## src/rtl/serial_mag_comparator_pkg.sv

```systemverilog
// Shared definitions for the serial magnitude comparator: FSM encoding and
// one-hot result codes ordered {gt, eq, lt}.
`timescale 1ns/1ps
package cmp_pkg;

  typedef enum logic [1:0] {
    IDLE    = 2'd0,
    COMPARE = 2'd1,
    DONE    = 2'd2
  } state_t;

  localparam logic [2:0] CMP_GT   = 3'b100;
  localparam logic [2:0] CMP_EQ   = 3'b010;
  localparam logic [2:0] CMP_LT   = 3'b001;
  localparam logic [2:0] CMP_NONE = 3'b000;

endpackage

```

## src/rtl/serial_mag_comparator_if.sv

```systemverilog
// Request/result bundle between the comparator and the control logic that
// launches comparisons and consumes the one-hot result.
`timescale 1ns/1ps
interface serial_mag_comparator_if #(
  parameter int WIDTH = 16
);

  logic             start;
  logic [WIDTH-1:0] a;
  logic [WIDTH-1:0] b;
  logic             busy;
  logic             done;
  logic             gt;
  logic             eq;
  logic             lt;

  modport master (
    output start, a, b,
    input  busy, done, gt, eq, lt
  );

  modport slave (
    input  start, a, b,
    output busy, done, gt, eq, lt
  );

endinterface

```

## src/rtl/serial_mag_comparator_cmp2_slice.sv

```systemverilog
// Combinational 2-bit unsigned compare producing a one-hot gt/eq/lt result.
`timescale 1ns/1ps
module cmp2_slice (
  input  logic [1:0] x,
  input  logic [1:0] y,
  output logic       gt,
  output logic       eq,
  output logic       lt
);

  assign gt = (x > y);
  assign eq = (x == y);
  assign lt = (x < y);

endmodule

```

## src/rtl/serial_mag_comparator.sv

```systemverilog
// Walks operand digit pairs MSB-first, one per clock, and stops at the first
// differing digit; result flags stay held until the next accepted start.
`timescale 1ns/1ps
module serial_mag_comparator
  import cmp_pkg::*;
#(
  parameter int WIDTH = 16
) (
  input  logic                          clk,
  input  logic                          rst_n,
  serial_mag_comparator_if.slave        bus
);

  localparam int ND = WIDTH / 2;
  localparam int CW = (ND > 1) ? $clog2(ND) : 1;

  state_t           state;
  state_t           state_next;
  logic [WIDTH-1:0] sa;
  logic [WIDTH-1:0] sb;
  logic [CW-1:0]    cnt;
  logic [2:0]       result;
  logic [2:0]       result_next;
  logic             busy_q;
  logic             done_q;
  logic             load;
  logic             shift;
  logic             slice_gt;
  logic             slice_eq;
  logic             slice_lt;

  cmp2_slice u_slice (
    .x  (sa[WIDTH-1:WIDTH-2]),
    .y  (sb[WIDTH-1:WIDTH-2]),
    .gt (slice_gt),
    .eq (slice_eq),
    .lt (slice_lt)
  );

  always_ff @(posedge clk or negedge rst_n) begin
    if (!rst_n) begin
      state <= IDLE;
    end else begin
      state <= state_next;
    end
  end

  always_comb begin
    state_next  = state;
    result_next = result;
    load        = 1'b0;
    shift       = 1'b0;
    unique case (state)
      IDLE: begin
        if (bus.start) begin
          state_next  = COMPARE;
          result_next = CMP_NONE;
          load        = 1'b1;
        end
      end
      COMPARE: begin
        if (slice_gt) begin
          state_next  = DONE;
          result_next = CMP_GT;
        end else if (slice_lt) begin
          state_next  = DONE;
          result_next = CMP_LT;
        end else if (slice_eq && (cnt == '0)) begin
          state_next  = DONE;
          result_next = CMP_EQ;
        end else begin
          shift = 1'b1;
        end
      end
      DONE: begin
        state_next = IDLE;
      end
      default: begin
        state_next = IDLE;
      end
    endcase
  end

  // Operands are captured once so the requester may change a/b right after accept.
  always_ff @(posedge clk or negedge rst_n) begin
    if (!rst_n) begin
      sa  <= '0;
      sb  <= '0;
      cnt <= '0;
    end else if (load) begin
      sa  <= bus.a;
      sb  <= bus.b;
      cnt <= CW'(ND - 1);
    end else if (shift) begin
      sa  <= sa << 2;
      sb  <= sb << 2;
      cnt <= cnt - CW'(1);
    end
  end

  // Status outputs come from flops loaded with the next-state decode.
  always_ff @(posedge clk or negedge rst_n) begin
    if (!rst_n) begin
      result <= CMP_NONE;
      busy_q <= 1'b0;
      done_q <= 1'b0;
    end else begin
      result <= result_next;
      busy_q <= (state_next == COMPARE);
      done_q <= (state_next == DONE);
    end
  end

  assign bus.busy = busy_q;
  assign bus.done = done_q;
  assign bus.gt   = result[2];
  assign bus.eq   = result[1];
  assign bus.lt   = result[0];

endmodule

```

## src/flat_wrapper.sv

```systemverilog
// flat-port wrapper written by rule: the top's interface ports become plain ports
module serial_mag_comparator_flat import cmp_pkg::*;
#(
  parameter int WIDTH = 16
)
  (clk, rst_n, bus_start, bus_a, bus_b, bus_busy, bus_done, bus_gt, bus_eq, bus_lt);
  serial_mag_comparator_if #(.WIDTH(WIDTH)) bus_i ();
  input  logic clk;
  input  logic rst_n;
  input wire logic [$bits(bus_i.start)-1:0] bus_start;
  input wire logic [$bits(bus_i.a)-1:0] bus_a;
  input wire logic [$bits(bus_i.b)-1:0] bus_b;
  output wire logic [$bits(bus_i.busy)-1:0] bus_busy;
  output wire logic [$bits(bus_i.done)-1:0] bus_done;
  output wire logic [$bits(bus_i.gt)-1:0] bus_gt;
  output wire logic [$bits(bus_i.eq)-1:0] bus_eq;
  output wire logic [$bits(bus_i.lt)-1:0] bus_lt;
  assign bus_i.start = bus_start;
  assign bus_i.a = bus_a;
  assign bus_i.b = bus_b;
  assign bus_busy = bus_i.busy;
  assign bus_done = bus_i.done;
  assign bus_gt = bus_i.gt;
  assign bus_eq = bus_i.eq;
  assign bus_lt = bus_i.lt;
  serial_mag_comparator #(.WIDTH(WIDTH)) u_core (.clk(clk), .rst_n(rst_n), .bus(bus_i));
endmodule
```

## config.mk

```make
export PLATFORM = sky130hd
export DESIGN_NAME = serial_mag_comparator_flat
export DESIGN_NICKNAME = d
export VERILOG_FILES = /design/src/rtl/serial_mag_comparator_pkg.sv /design/src/rtl/serial_mag_comparator_if.sv /design/src/rtl/serial_mag_comparator_cmp2_slice.sv /design/src/rtl/serial_mag_comparator.sv /design/src/flat_wrapper.sv
export SDC_FILE = /design/constraint.sdc
export NUM_CORES = 1
export LEC_CHECK = 0
export BUFFER_PORTS_ARGS = -buffer_cell sky130_fd_sc_hd__buf_2
export CAP_MARGIN = 20
export CORE_UTILIZATION = 48
export CTS_CLUSTER_DIAMETER = 150
export CTS_CLUSTER_SIZE = 28
export DETAILED_ROUTE_END_ITERATION = 10
export GPL_ROUTABILITY_DRIVEN = 0
export PLACE_DENSITY = 0.85
export SKIP_CTS_REPAIR_TIMING = 1
export SYNTH_ARGS = -nofsm -noshare
export SYNTH_HDL_FRONTEND = slang
export SYNTH_SLANG_ARGS = --single-unit
```

## constraint.sdc

```tcl
create_clock -name clk -period 1.8 [get_ports clk]
set_clock_uncertainty 0.15 [all_clocks]
set_input_delay 0.36 -clock clk [delete_from_list [all_inputs] [get_ports clk]]
set_output_delay 0.36 -clock clk [all_outputs]
set_load 0.05 [all_outputs]
```

== Word-level counts from Yosys, hierarchy flattened ==
Index checks and enable logic that the tools add are counted.

* Bits in latches: 0
* Memory bits (read-only): 0
* Register bits: 42
* Input bits: 35
* Output and inout bits: 5
* Memory bits (writable): 0
* Memories kept: 0
* Word-level logic and storage cells: 44

* $lt $le $gt $ge: 2
* Bitwise logic cells: 0
* Multiply operators: 0
* Divide/modulo/power cells: 0
* Add/sub/neg operators: 1
* Shift operators: 0
* Reduce and logical (&&, ||, !) cells: 6
* Mux-type cells: 22
* Equality and inequality tests: 6

{| class="wikitable"
|+ Operators by type and width
! operator !! number
|-
| $mux W16 || 4
|-
| $mux W3 || 6
|-
| $mux W2 || 4
|-
| $mux W1 || 6
|-
| $pmux W3 S2 || 1
|-
| $eq A2 B1 Y1 const B || 2
|-
| $ne A4 B1 Y1 const B || 1
|-
| $pmux W2 S2 || 1
|-
| $reduce_bool A2 Y1 || 2
|-
| $logic_not A3 Y1 || 1
|-
| $reduce_and A3 Y1 || 1
|-
| $sub A3 B1 Y3 const B || 1
|-
| $eq A2 B2 Y1 || 1
|-
| $eq A2 B2 Y1 const B || 1
|-
| $gt A2 B2 Y1 || 1
|-
| $logic_not A2 Y1 || 1
|-
| $lt A2 B2 Y1 || 1
|-
| $ne A2 B2 Y1 const B || 1
|-
| $logic_and A1 B1 Y1 || 1
|}

== Longest topological paths before layout ==
Gate-level depths: netlist of the first run.

* Depth after elaboration: 8
* Mapped depth: 8
* Mapped depth without buffers: 6

== Cells and area by module ==
From an unflattened synthesis of the first run, not the netlist that was laid out.

* Cell total of the unflattened synthesis: 180
* Area, all modules: 1,966.9 sq um

{| class="wikitable"
|+ By module, submodules not included
! module !! area each (sq um) !! instances !! cells each
|-
| serial_mag_comparator || 1,904.3 || 1 || 171
|-
| cmp2_slice || 62.6 || 1 || 9
|}

== Least setup slack after synthesis of the first run ==
Ideal clock, no wire load.

* Kind: register to register
* Start point: register u_core.sb[14]
* End point: register u_core.sa[2]
* Data arrival time: 1.585 ns
* Setup time: 0.126 ns
* Buffers on the path: 2
* Path slack: -0.061 ns
* Stages on the path, launching flop included: 7
* Cells stage by stage: dfrtp_1 -> ha_1 -> and2_1 -> and4_1 -> buf_4 -> buf_2 -> a221o_1

* Word-level cells in the longest chain between the ends: 7

{| class="wikitable"
|+ Ends and longest elaborated chain
! element !! line !! RTL
|-
| from (decl) || serial_mag_comparator.sv:20 || <nowiki>logic [WIDTH-1:0] sb;</nowiki>
|-
| from (signal assigned) || serial_mag_comparator.sv:92 || <nowiki>sb <= bus.b;</nowiki>
|-
| from (signal assigned) || serial_mag_comparator.sv:96 || <nowiki>sb <= sb << 2;</nowiki>
|-
| $eq A2 B2 Y1 || serial_mag_comparator_cmp2_slice.sv:12 || <nowiki>assign eq = (x == y);</nowiki>
|-
| $logic_and A1 B1 Y1 || serial_mag_comparator.sv:68 || <nowiki>end else if (slice_eq && (cnt == '0)) begin</nowiki>
|-
| $mux W1 || serial_mag_comparator.sv:68 ||
|-
| $mux W1 || serial_mag_comparator.sv:65 || <nowiki>end else if (slice_lt) begin</nowiki>
|-
| $mux W1 * || serial_mag_comparator.sv:62 || <nowiki>if (slice_gt) begin</nowiki>
|-
| $mux W1 * || serial_mag_comparator.sv:53 || <nowiki>unique case (state)</nowiki>
|-
| $reduce_bool A2 Y1 (no line) * || -- ||
|-
| to (signal assigned) || serial_mag_comparator.sv:91 || <nowiki>sa <= bus.a;</nowiki>
|-
| to (signal assigned) || serial_mag_comparator.sv:95 || <nowiki>sa <= sa << 2;</nowiki>
|-
| to (decl) || serial_mag_comparator.sv:19 || <nowiki>logic [WIDTH-1:0] sa;</nowiki>
|}

Every way passes the cells marked *; elsewhere a longest branch is shown, timed or not.
A chain may end at the register's enable or synchronous reset.

== Worst setup path after layout of the first run ==
* Start point: register u_core.sb[14]
* End point: register u_core.sa[13]

The elaborated chain is that of the path after synthesis.

==> results.md, run 1 <==
* Vias in the first global route at 1,434
* Most common cell after layout, fill and taps aside: dfrtp_1
* Cells after Synth at 167
* Share of layout cells above drive strength 1 at between 30% and 40%
* FF+latch count, synth at 42
* Hold Crit Endpoint: u_core.sb[0]
* Yosys top cell area share at 54.1%
* IO Count at 40
* Area of the multi-input gates at 826 um2
* Synth Net Count at 206
* # DRC at 0
* Most frequent cells in the layout: dfrtp_1 (42), buf_2 (39), a221o_1 (24), nor3b_1 (21), nand2_1 (18)
* Hpwl dp at 2.47 mm
* Syn Area/Cell at 11.6 um2
* Num rows at 22
* Crit start category: flip-flop
* Fin. Hold Viols at 0
* Die Ht at 65.6 um
* Pleak at 0.00114 uW
* Routed WL per cell at 15.9 um
* Clock root cell: clkbuf_8
* Overall via count from detail_route at 1,519
* Register Area at 1050 um2
* Clock transition at path regs at 0.08 ns
* Slew headroom at just under 80%
* Post-synth EDFFs at 0
* CTS tree: built
* CP endpoint kind: flip-flop
* Number of vias per cell at 5.69
* Reg2Reg Capture Point: u_core.sa[13]
* FF-to-FF Start: u_core.sb[14]
* Hold_sp: bus_b[0]
* Fillers at between 200 and 300
* CP required at roughly 1.8 ns
* Yosys warns at 0
* Core area at 3770 um2
* Clock Path Buffers at 2
* Setup_tns at -2.45 ns
* Hold path cells at 3
* Die Wd at 65.6 um
* Worst Tran Pin Value at 0.324 ns
* # clock sinks at 42
* Status: complete, but fails checks
* N_diodes at 0
* Cells after DPL at 250
* First DRT Iteration DRCs at 126
* Non-Filler Instances at 267
* Area Growth Syn to Fin at 28.7%
* Setup violations, final at 28
* Yosys cell types at 28
* Failing checks: setup timing
* Final setup margin at -0.146 ns
* Pre-antenna DRT Iters at 4
* Critical Path AT at 1.99 ns
* Detailed Route WL at 4.25 mm
* Main synth FF type: dfrtp_1
* Total CTS buffers at 5
* Fmax achieved at 514 MHz
* Total track usage at 20.4%
* Pre-CTS setup slack at -0.108 ns
* RSZ-0062 raised after global routing: yes
* Reg2reg path depth at 7
* Power Total at 4460 uW
* Final Util at 66.3%
* Max H-tree Level at 2
* IO Port Bufs at 39
* Area leader, netlist: dfrtp_1
* Initial antenna violation count at 0
* Max-slew violation count at 0
* Die ar. at 4310 um2
* Grt ovf at 0
* Synth area leaders: dfrtp_1 (54%), a221o_1 (12%), nor3b_1 (9.3%), nand2_1 (3.5%), ha_1 (2.6%)
* Minimum clock period at 1.95 ns
* Worst setup startpoint: u_core.sb[14]
* Max Cap Violations at 0
* Setup Crit Path Kind: flip-flop to flip-flop
* Sequential area share after synthesis at 54.1%
* Final period utilization at 108%
* Post-synth ARST share at 100%
* Worst Path Max Fanout at 8
* Remaining antenna violation count at 0
* VDD IR max at 0.824 mV
* Clk_lat worst skew at 0.31 ns
* R2R Setup Slk at -0.15 ns
* HP Class: input port to flip-flop
* Starting Density at 51.5%
* Final net count at ~260
* Pwr Density at 1780 nW/um2
* First-pass GRT wire length at 6.38 mm
* Synthesized area at just under 2000 um2
* Largest net degree at the start of global routing at 64
[cell families after synthesis]
kind of cell	share of synthesized area, %
AO/OA/AOI/OAI	17.4
adder cells (fa/ha/maj)	2.58
buffers and inverters	6.12
multiplexers	2.06
XOR/XNOR	0.451
AND/OR/NAND/NOR	17.3
flip-flops	54.1
[registers in the layout, summed over array words and instances, names as in the netlist]
| register | count |
|---|---|
| u_core.bus.done | 1 |
| u_core.result | 3 |
| u_core.sb | 16 |
| u_core.sa | 16 |
| u_core.bus.busy | 1 |
| u_core.cnt | 3 |
| u_core.state | 2 |
[power by group]
part | switching (uW) | leakage [uW] | internal [uW]
Clock | 332 | 0.0000514 | 414
Combinational | 1000 | 0.000578 | 1100
Sequential | 237 | 0.000514 | 1370
[worst max-delay path, stage by stage, from the launching register on]
cell and delay [ns]:
dfrtp_1 0.43, ha_4 0.25, and2_4 0.16, and4_4 0.17
buf_12 0.13, buf_6 0.12, buf_4 0.13, a221o_1 0.28
[worst max path at each step]
stage	end	slack [ns]	depth (start not counted)
2_1_floorplan	u_core.sa[10]	0.007	7
3_3_place_gp	u_core.sb[10]	-0.06	7
3_5_place_dp	u_core.sa[7]	-0.11	7
4_1_cts	u_core.sa[6]	-0.13	7
5_1_grt	u_core.sa[13]	-0.19	7
6_report	u_core.sa[13]	-0.15	7
[synth_stat cells, drive strengths merged (4+ instances only)]
cell / n
o21ai: 8
mux2i: 4
inv: 5
dfrtp: 42
a221o: 24
nand2: 18
nand2b: 4
ha: 4
buf: 13
nor3b: 24
[metrics by stage]
| step | cell area (um2) | hold slack, ns |
|---|---|---|
| floorplan | 1970 | -0.0856 |
| global placement | 2220 | 0.0763 |
| detailed placement | 2220 | 0.0706 |
| CTS | 2330 | -0.265 |
| global route | 2500 | 0.111 |
| finish | 2500 | 0.0994 |
[final cells by class]
| type | count | area share [%] |
|---|---|---|
| flip-flops and latches | 42 | 42.0 |
| multi-input cells | 105 | 33.0 |
| repair buffers | 59 | 17.4 |
| clock buffers | 6 | 2.90 |
| well taps | 48 | 2.40 |
| clock inverters | 2 | 1.50 |
| inverters | 5 | 0.750 |
[routing by layer]
| metal | part of all wire [%] | up-vias | track usage [%] |
|---|---|---|---|
| met5 | 0 | - | 0 |
| met3 | 5.1 | 6 | 7.12 |
| met4 | 1.9 | 0 | 9.78 |
| met2 | 48 | 42 | 31.0 |
| met1 | 45 | 753 | 25.8 |
| li1 | - | 718 | - |
No activity file was read; power rests on OpenSTA's default activity.
==> inputs of run 2 (changes only) <==
--- a/config.mk
+++ b/config.mk
@@ -6,7 +6,7 @@
 export NUM_CORES = 1
 export LEC_CHECK = 0
 export BUFFER_PORTS_ARGS = -buffer_cell sky130_fd_sc_hd__buf_2
-export CAP_MARGIN = 20
+export CAP_MARGIN = 25
 export CORE_UTILIZATION = 48
 export CTS_CLUSTER_DIAMETER = 150
 export CTS_CLUSTER_SIZE = 28
@@ -17,3 +17,4 @@
 export SYNTH_ARGS = -nofsm -noshare
 export SYNTH_HDL_FRONTEND = slang
 export SYNTH_SLANG_ARGS = --single-unit
+export TNS_END_PERCENT = 5
==> run 2 against run 1 <==
Net effect:
- largest cell class unchanged
- worst hold slack gained 0.00051 ns
- the flow still finishes with violations (setup timing)
- highest routed layer unchanged
- critical path type unchanged
- non-clock buffer count shrank 7
- routed wire length shrank 9.6%
- cell count shrank 2.6%
==> results.md, run 2 (synthesis results as in run 1) <==
* Status: complete, but fails checks
* Failing checks: setup timing
* Area Growth Syn to Fin at 23.6%
* CP endpoint kind: flip-flop
* Fin. Hold Viols at 0 (unchanged)
* Critical Path AT at 1.94 ns (-0.05 ns)
* IO Count at 40 (unchanged)
* Largest net degree at the start of global routing at 64 (unchanged)
* Total CTS buffers at 5 (unchanged)
* IO Port Bufs at 39 (unchanged)
* Die ar. at 4310 um2 (unchanged)
* Setup Crit Path Kind: flip-flop to flip-flop
* RSZ-0062 raised after global routing: yes
* Die Ht at 65.6 um (unchanged)
* Switching power total at 1470 uW (-6.6%)
* Most common cell after layout, fill and taps aside: dfrtp_1
* Routed WL per cell at 14.8 um (-7.2%)
* Crit-path cells: ha_4 > and2_4 > and4_4 > buf_12 > nor3b_1 > a221o_1
* N_diodes at 0 (unchanged)
* Min Hold Slack at 0.0999 ns (+0.000505 ns)
* Fillers at 278 (+4.5%)
* Grt ovf at 0 (unchanged)
* Clock Power Share at 17.7% (+1.0 points)
* Share of layout cells above drive strength 1 at 32.1% (-3.5 points)
* Top Registers: u_core.sa: 16 flops, u_core.sb: 16 flops
* CP max stage delay at 0.42 ns (about the same)
* Clk_lat worst skew at 0.31 ns (about the same)
* Number of vias per cell at 5.61 (-1.4%)
* Final setup margin at -0.0959 ns (+0.0498 ns)
* Area of the multi-input gates at 805 um2 (-2.6%)
* First DRT Iteration DRCs at 104 (-17%)
* Pre-antenna DRT Iters at 5 (+1)
* Clock transition at path regs at 0.08 ns (about the same)
* CTS tree: built
* Sw frac at 35.0% (-0.29 points)
* VDD IR max at 0.808 mV (-2.0%)
* Clock root cell: clkbuf_8
* Clock Path Buffers at 2 (unchanged)
* # DRC at 0 (unchanged)
* Crit start category: flip-flop
* Fmax achieved at 527 MHz (+2.6%)
* Setup violations, final at 28 (unchanged)
* Pleak at 0.00109 uW (-4.5%)
* Register Area at 1050 um2 (unchanged)
* Most frequent cells in the layout: dfrtp_1 (42), buf_2 (39), nor3b_1 (24), a221o_1 (24), nand2_1 (18)
* Num rows at 22 (unchanged)
* Overall via count from detail_route at 1,459 (-3.9%)
* First-pass GRT wire length at 6.38 mm (unchanged)
* HP Class: input port to flip-flop
* Final period utilization at 105% (-2.8 points)
* Total track usage at 20.4% (unchanged)
* Max-slew violation count at 0 (unchanged)
* CP max stage cell: dfrtp_1
* Max H-tree Level at 2 (unchanged)
* Core area at 3770 um2 (unchanged)
* Non-Filler Instances at 260 (-2.6%)
* Final net count at 250 (-2.7%)
* Pwr Density at 1750 nW/um2 (-2.0%)
* Worst Path Buf+Inv at 1 (-2)
* Pint at 2730 uW (-5.5%)
* CP required at 1.84 ns (about the same)
* Die Wd at 65.6 um (unchanged)
* Pre-CTS setup slack at -0.108 ns (unchanged)
* Initial antenna violation count at 0 (unchanged)
* Worst Tran Pin Value at 0.312 ns (-0.0126 ns)
* # clock sinks at 42 (unchanged)
* Remaining antenna violation count at 0 (unchanged)
* Hpwl dp at 2.47 mm (unchanged)
* Sequential share of power at 38.0% (+2.0 points)
* Logic gate share of total power at 44.4% (-2.9 points)
* Minimum clock period at 1.90 ns (-0.0498 ns)
* Cells after DPL at 250 (unchanged)
* Worst Path Max Fanout at 21 (+13)
* Starting Density at 51.5% (unchanged)
* Detailed Route WL at 3.84 mm (-9.6%)
* Slew headroom at 79.2% (+0.79 points)
* Max Cap Violations at 0 (unchanged)
* Vias in the first global route at 1,434 (unchanged)
* Largest delay contributor family on the critical path: simple AND/OR/NAND/NOR gates
==> run 2: cell count changes in the layout (fill, tap and decap cells not counted) <==
cell | previous run | this run
o21ai_1 | 4 | 0
nor3b_2 | 2 | 0
buf_12 | 5 | 3
buf_6 | 2 | 0
nor3b_1 | 21 | 24
buf_4 | 11 | 7
nor3b_4 | 1 | 0
o21ai_0 | 4 | 8
buf_8 | 0 | 1
==> run 2: path summary, 6_finish.rpt <==
path	startpoint	end	slack (ns)	cells after the start
worst max-delay path	u_core.sb[14]	u_core.sb[10]	-0.1	6
worst min-delay path	bus_b[0]	u_core.sb[0]	0.1	3
worst max register to register	u_core.sb[14]	u_core.sb[10]	-0.1	6
worst min register to register	u_core.sb[7]	u_core.sb[9]	0.35	1
max in group asynchronous	rst_n	u_core.sa[6]	0.77	3
min in group asynchronous	rst_n	u_core.result[2]	0.29	2
==> run 2: area by class of cell <==
cell class / count / share of cell area, %
Sequential cell: 42 / 43.8
Tap cell: 48 / 2.50
Multi-Input combinational cell: 105 / 33.5
Timing Repair Buffer: 52 / 14.9
Clock buffer: 6 / 3.02
Clock inverter: 2 / 1.56
Inverter: 5 / 0.781
==> run 2: power groups by stage <==
stage	clock [uW]	combinational, uW	sequential (uW)
floorplan	0	1320	1640
finish	742	1860	1590
detailed placement	0	1750	1590
global route	807	2080	1640
CTS	761	1760	1580
global placement	0	1690	1580
==> run 2: metrics by stage <==
stage / utilization [%] / cell area, um2 / setup TNS [ns] / power, uW
after floorplan: - / 1970 / 0 / 2960
after global placement: 59.0 / 2220 / -1.03 / 3270
after detailed placement: 59.0 / 2220 / -2.15 / 3340
after CTS: 61.9 / 2330 / -2.62 / 4100
after global routing: 63.7 / 2400 / -3.50 / 4520
final: 63.7 / 2400 / -1.96 / 4190
==> run 2: layer usage <==
layer | vias to the layer above | part of all wire (%) | routed length (um) | GRT usage (%)
met5 | - | 0 | 0 | 0
met1 | 702 | 45 | 1730 | 25.8
met4 | 0 | 2.1 | 80 | 9.78
li1 | 706 | - | - | -
met2 | 45 | 47 | 1800 | 31.0
met3 | 6 | 6.0 | 230 | 7.12
==> run 2: worst reg2reg max path, stage by stage (launching register included) <==
cell and delay (ns):
dfrtp_1 0.42, ha_4 0.27, and2_4 0.13, and4_4 0.28
buf_12 0.18, nor3b_1 0.08, a221o_1 0.27
==> inputs of run 3 (changes only) <==
--- a/config.mk
+++ b/config.mk
@@ -13,6 +13,7 @@
 export DETAILED_ROUTE_END_ITERATION = 10
 export GPL_ROUTABILITY_DRIVEN = 0
 export PLACE_DENSITY = 0.85
+export RECOVER_POWER = 100
 export SKIP_CTS_REPAIR_TIMING = 1
 export SYNTH_ARGS = -nofsm -noshare
 export SYNTH_HDL_FRONTEND = slang
==> run 3 against run 2 <==
Net effect:
- sequential power hardly changed
- combinational power is essentially flat
- sequential share of layout area grew 0.37 points
- routed wire length is 0.10% higher
- the flow still finishes with violations (setup timing)
- critical path type unchanged
==> results.md, run 3 (synthesis results as in run 1) <==
* Status: complete, but fails checks
* Failing checks: setup timing
* CTS tree: built
* Final setup margin at -0.0977 ns (-0.00181 ns)
* Number of vias per cell at 5.63 (+0.27%)
* Detailed Route WL at 3.84 mm (+0.10%)
* Worst Path Max Fanout at 21 (unchanged)
* RSZ-0062 raised after global routing: yes
* Fin. Hold Viols at 0 (unchanged)
* Pint at 2710 uW (-0.49%)
* Sequential share of power at 38.1% (about the same)
* Sw frac at 35.1% (+0.13 points)
* Die ar. at 4310 um2 (unchanged)
* Pwr Density at 1760 nW/um2 (+0.55%)
* IO Count at 40 (unchanged)
* Max-slew violation count at 0 (unchanged)
* Clk_lat worst skew at 0.31 ns (about the same)
* Slew headroom at 60.7% (-18 points)
* Grt ovf at 0 (unchanged)
* Pre-antenna DRT Iters at 5 (unchanged)
* CP max stage delay at 0.42 ns (about the same)
* Share of layout cells above drive strength 1 at 29.2% (-2.8 points)
* Final net count at 250 (unchanged)
* Fillers at 284 (+2.2%)
* Largest net degree at the start of global routing at 64 (unchanged)
* Die Ht at 65.6 um (unchanged)
* CP endpoint kind: flip-flop
* Clock Path Buffers at 2 (unchanged)
* Hpwl dp at 2.47 mm (unchanged)
* Routed WL per cell at 14.8 um (+0.10%)
* Final period utilization at 105% (about the same)
* # DRC at 0 (unchanged)
* Crit-path cells: ha_4 > and2_4 > and4_4 > buf_12 > nor3b_1 > a221o_1
* First-pass GRT wire length at 6.38 mm (unchanged)
* Fmax achieved at 527 MHz (about the same)
* Final Util at 63.2% (-0.53 points)
* HP Class: input port to flip-flop
* Setup violations, final at 28 (unchanged)
* Remaining antenna violation count at 0 (unchanged)
* Max H-tree Level at 2 (unchanged)
* Setup Crit Path Kind: flip-flop to flip-flop
* Starting Density at 51.5% (unchanged)
* Max Cap Violations at 0 (unchanged)
* Total CTS buffers at 5 (unchanged)
* Minimum clock period at 1.90 ns (+0.00181 ns)
* Total track usage at 20.4% (unchanged)
* R2R Setup Slk at -0.1 ns (about the same)
* Overall via count from detail_route at 1,463 (+0.27%)
* Logic gate share of total power at 44.2% (-0.2 points)
* First DRT Iteration DRCs at 108 (+3.8%)
* IO Port Bufs at 39 (unchanged)
* Clock Power Share at 17.7% (about the same)
* N_diodes at 0 (unchanged)
* Setup_tns at -1.97 ns (-0.00313 ns)
* Worst Tran Pin Value at 0.592 ns (+0.280 ns)
* Area Growth Syn to Fin at 22.6%
* Crit start category: flip-flop
* Vias in the first global route at 1,434 (unchanged)
* Num rows at 22 (unchanged)
* Most common cell after layout, fill and taps aside: dfrtp_1
* Core area at 3770 um2 (unchanged)
* # clock sinks at 42 (unchanged)
* Power Total at 4180 uW (-0.29%)
* Pleak at 0.00107 uW (-2.4%)
* CP required at 1.84 ns (about the same)
* CP max stage cell: dfrtp_1
* Die Wd at 65.6 um (unchanged)
* Critical Path AT at 1.94 ns (about the same)
* Initial antenna violation count at 0 (unchanged)
* Top Registers: u_core.sa: 16 flops, u_core.sb: 16 flops
* Clock root cell: clkbuf_8
* Most frequent cells in the layout: dfrtp_1 (42), buf_2 (33), nor3b_1 (24), a221o_1 (24), nand2_1 (18)
* VDD IR max at 0.806 mV (-0.19%)
* Clock transition at path regs at 0.08 ns (about the same)
* Switching power total at 1470 uW (about the same)
run 3: changes by cell type in the layout (fill, tap and decap cells not counted):
cell | before | now
buf_2 | 39 | 33
clkbuf_4 | 0 | 1
clkbuf_1 | 1 | 7
buf_12 | 3 | 2
run 3: worst max-delay path, delay by kind of cell, from the launching register on:
kind	cells	cell delay, ns
adder cells (fa/ha/maj)	1	0.27
buffers and inverters	1	0.18
AO/OA/AOI/OAI	1	0.27
AND/OR/NAND/NOR	3	0.48
flip-flops	1	0.42
run 3: path summary, 6_finish.rpt:
path	cells after the start	from	endpoint
setup / recovery	6	u_core.sb[14]	u_core.sb[10]
hold / removal	3	bus_b[0]	u_core.sb[0]
setup reg to reg	6	u_core.sb[14]	u_core.sb[10]
hold reg to reg	1	u_core.sb[7]	u_core.sb[9]
max in group asynchronous	3	rst_n	u_core.sa[6]
min in group asynchronous	2	rst_n	u_core.result[2]
run 3: final cells by class:
class                   count  area, um2  area share, %
flip-flops and latches     42       1050           44.1
multi-input cells         105        805           33.8
repair buffers             52        338           14.2
clock buffers               6       72.6           3.05
well taps                  48       60.1           2.52
clock inverters             2       37.5           1.58
inverters                   5       18.8          0.788
run 3: power by group through the flow:
| stage | Combinational [uW] | Clock (uW) | Sequential, uW |
|---|---|---|---|
| 2_1_floorplan | 1320 | 0 | 1640 |
| 5_1_grt | 2060 | 807 | 1640 |
| 3_5_place_dp | 1750 | 0 | 1590 |
| 4_1_cts | 1760 | 761 | 1580 |
| 6_report | 1850 | 741 | 1590 |
| 3_3_place_gp | 1690 | 0 | 1580 |
run 3: stage by stage:
stage / hold slack, ns / area (um2) / setup slack [ns] / std cells
detailed placement: 0.0706 / 2220 / -0.108 / 250
floorplan: -0.0856 / 1970 / 0.00658 / 167
global route: 0.111 / 2380 / -0.146 / 260
finish: 0.0999 / 2380 / -0.0977 / 260
global placement: 0.0763 / 2220 / -0.0556 / 250
CTS: -0.265 / 2330 / -0.126 / 258
run 3: per-layer routing:
| metal | GRT usage [%] | wire (um) |
|---|---|---|
| met1 | 25.8 | 1730 |
| met2 | 31.0 | 1810 |
| met3 | 7.12 | 224 |
| met4 | 9.78 | 80 |
| met5 | 0 | 0 |
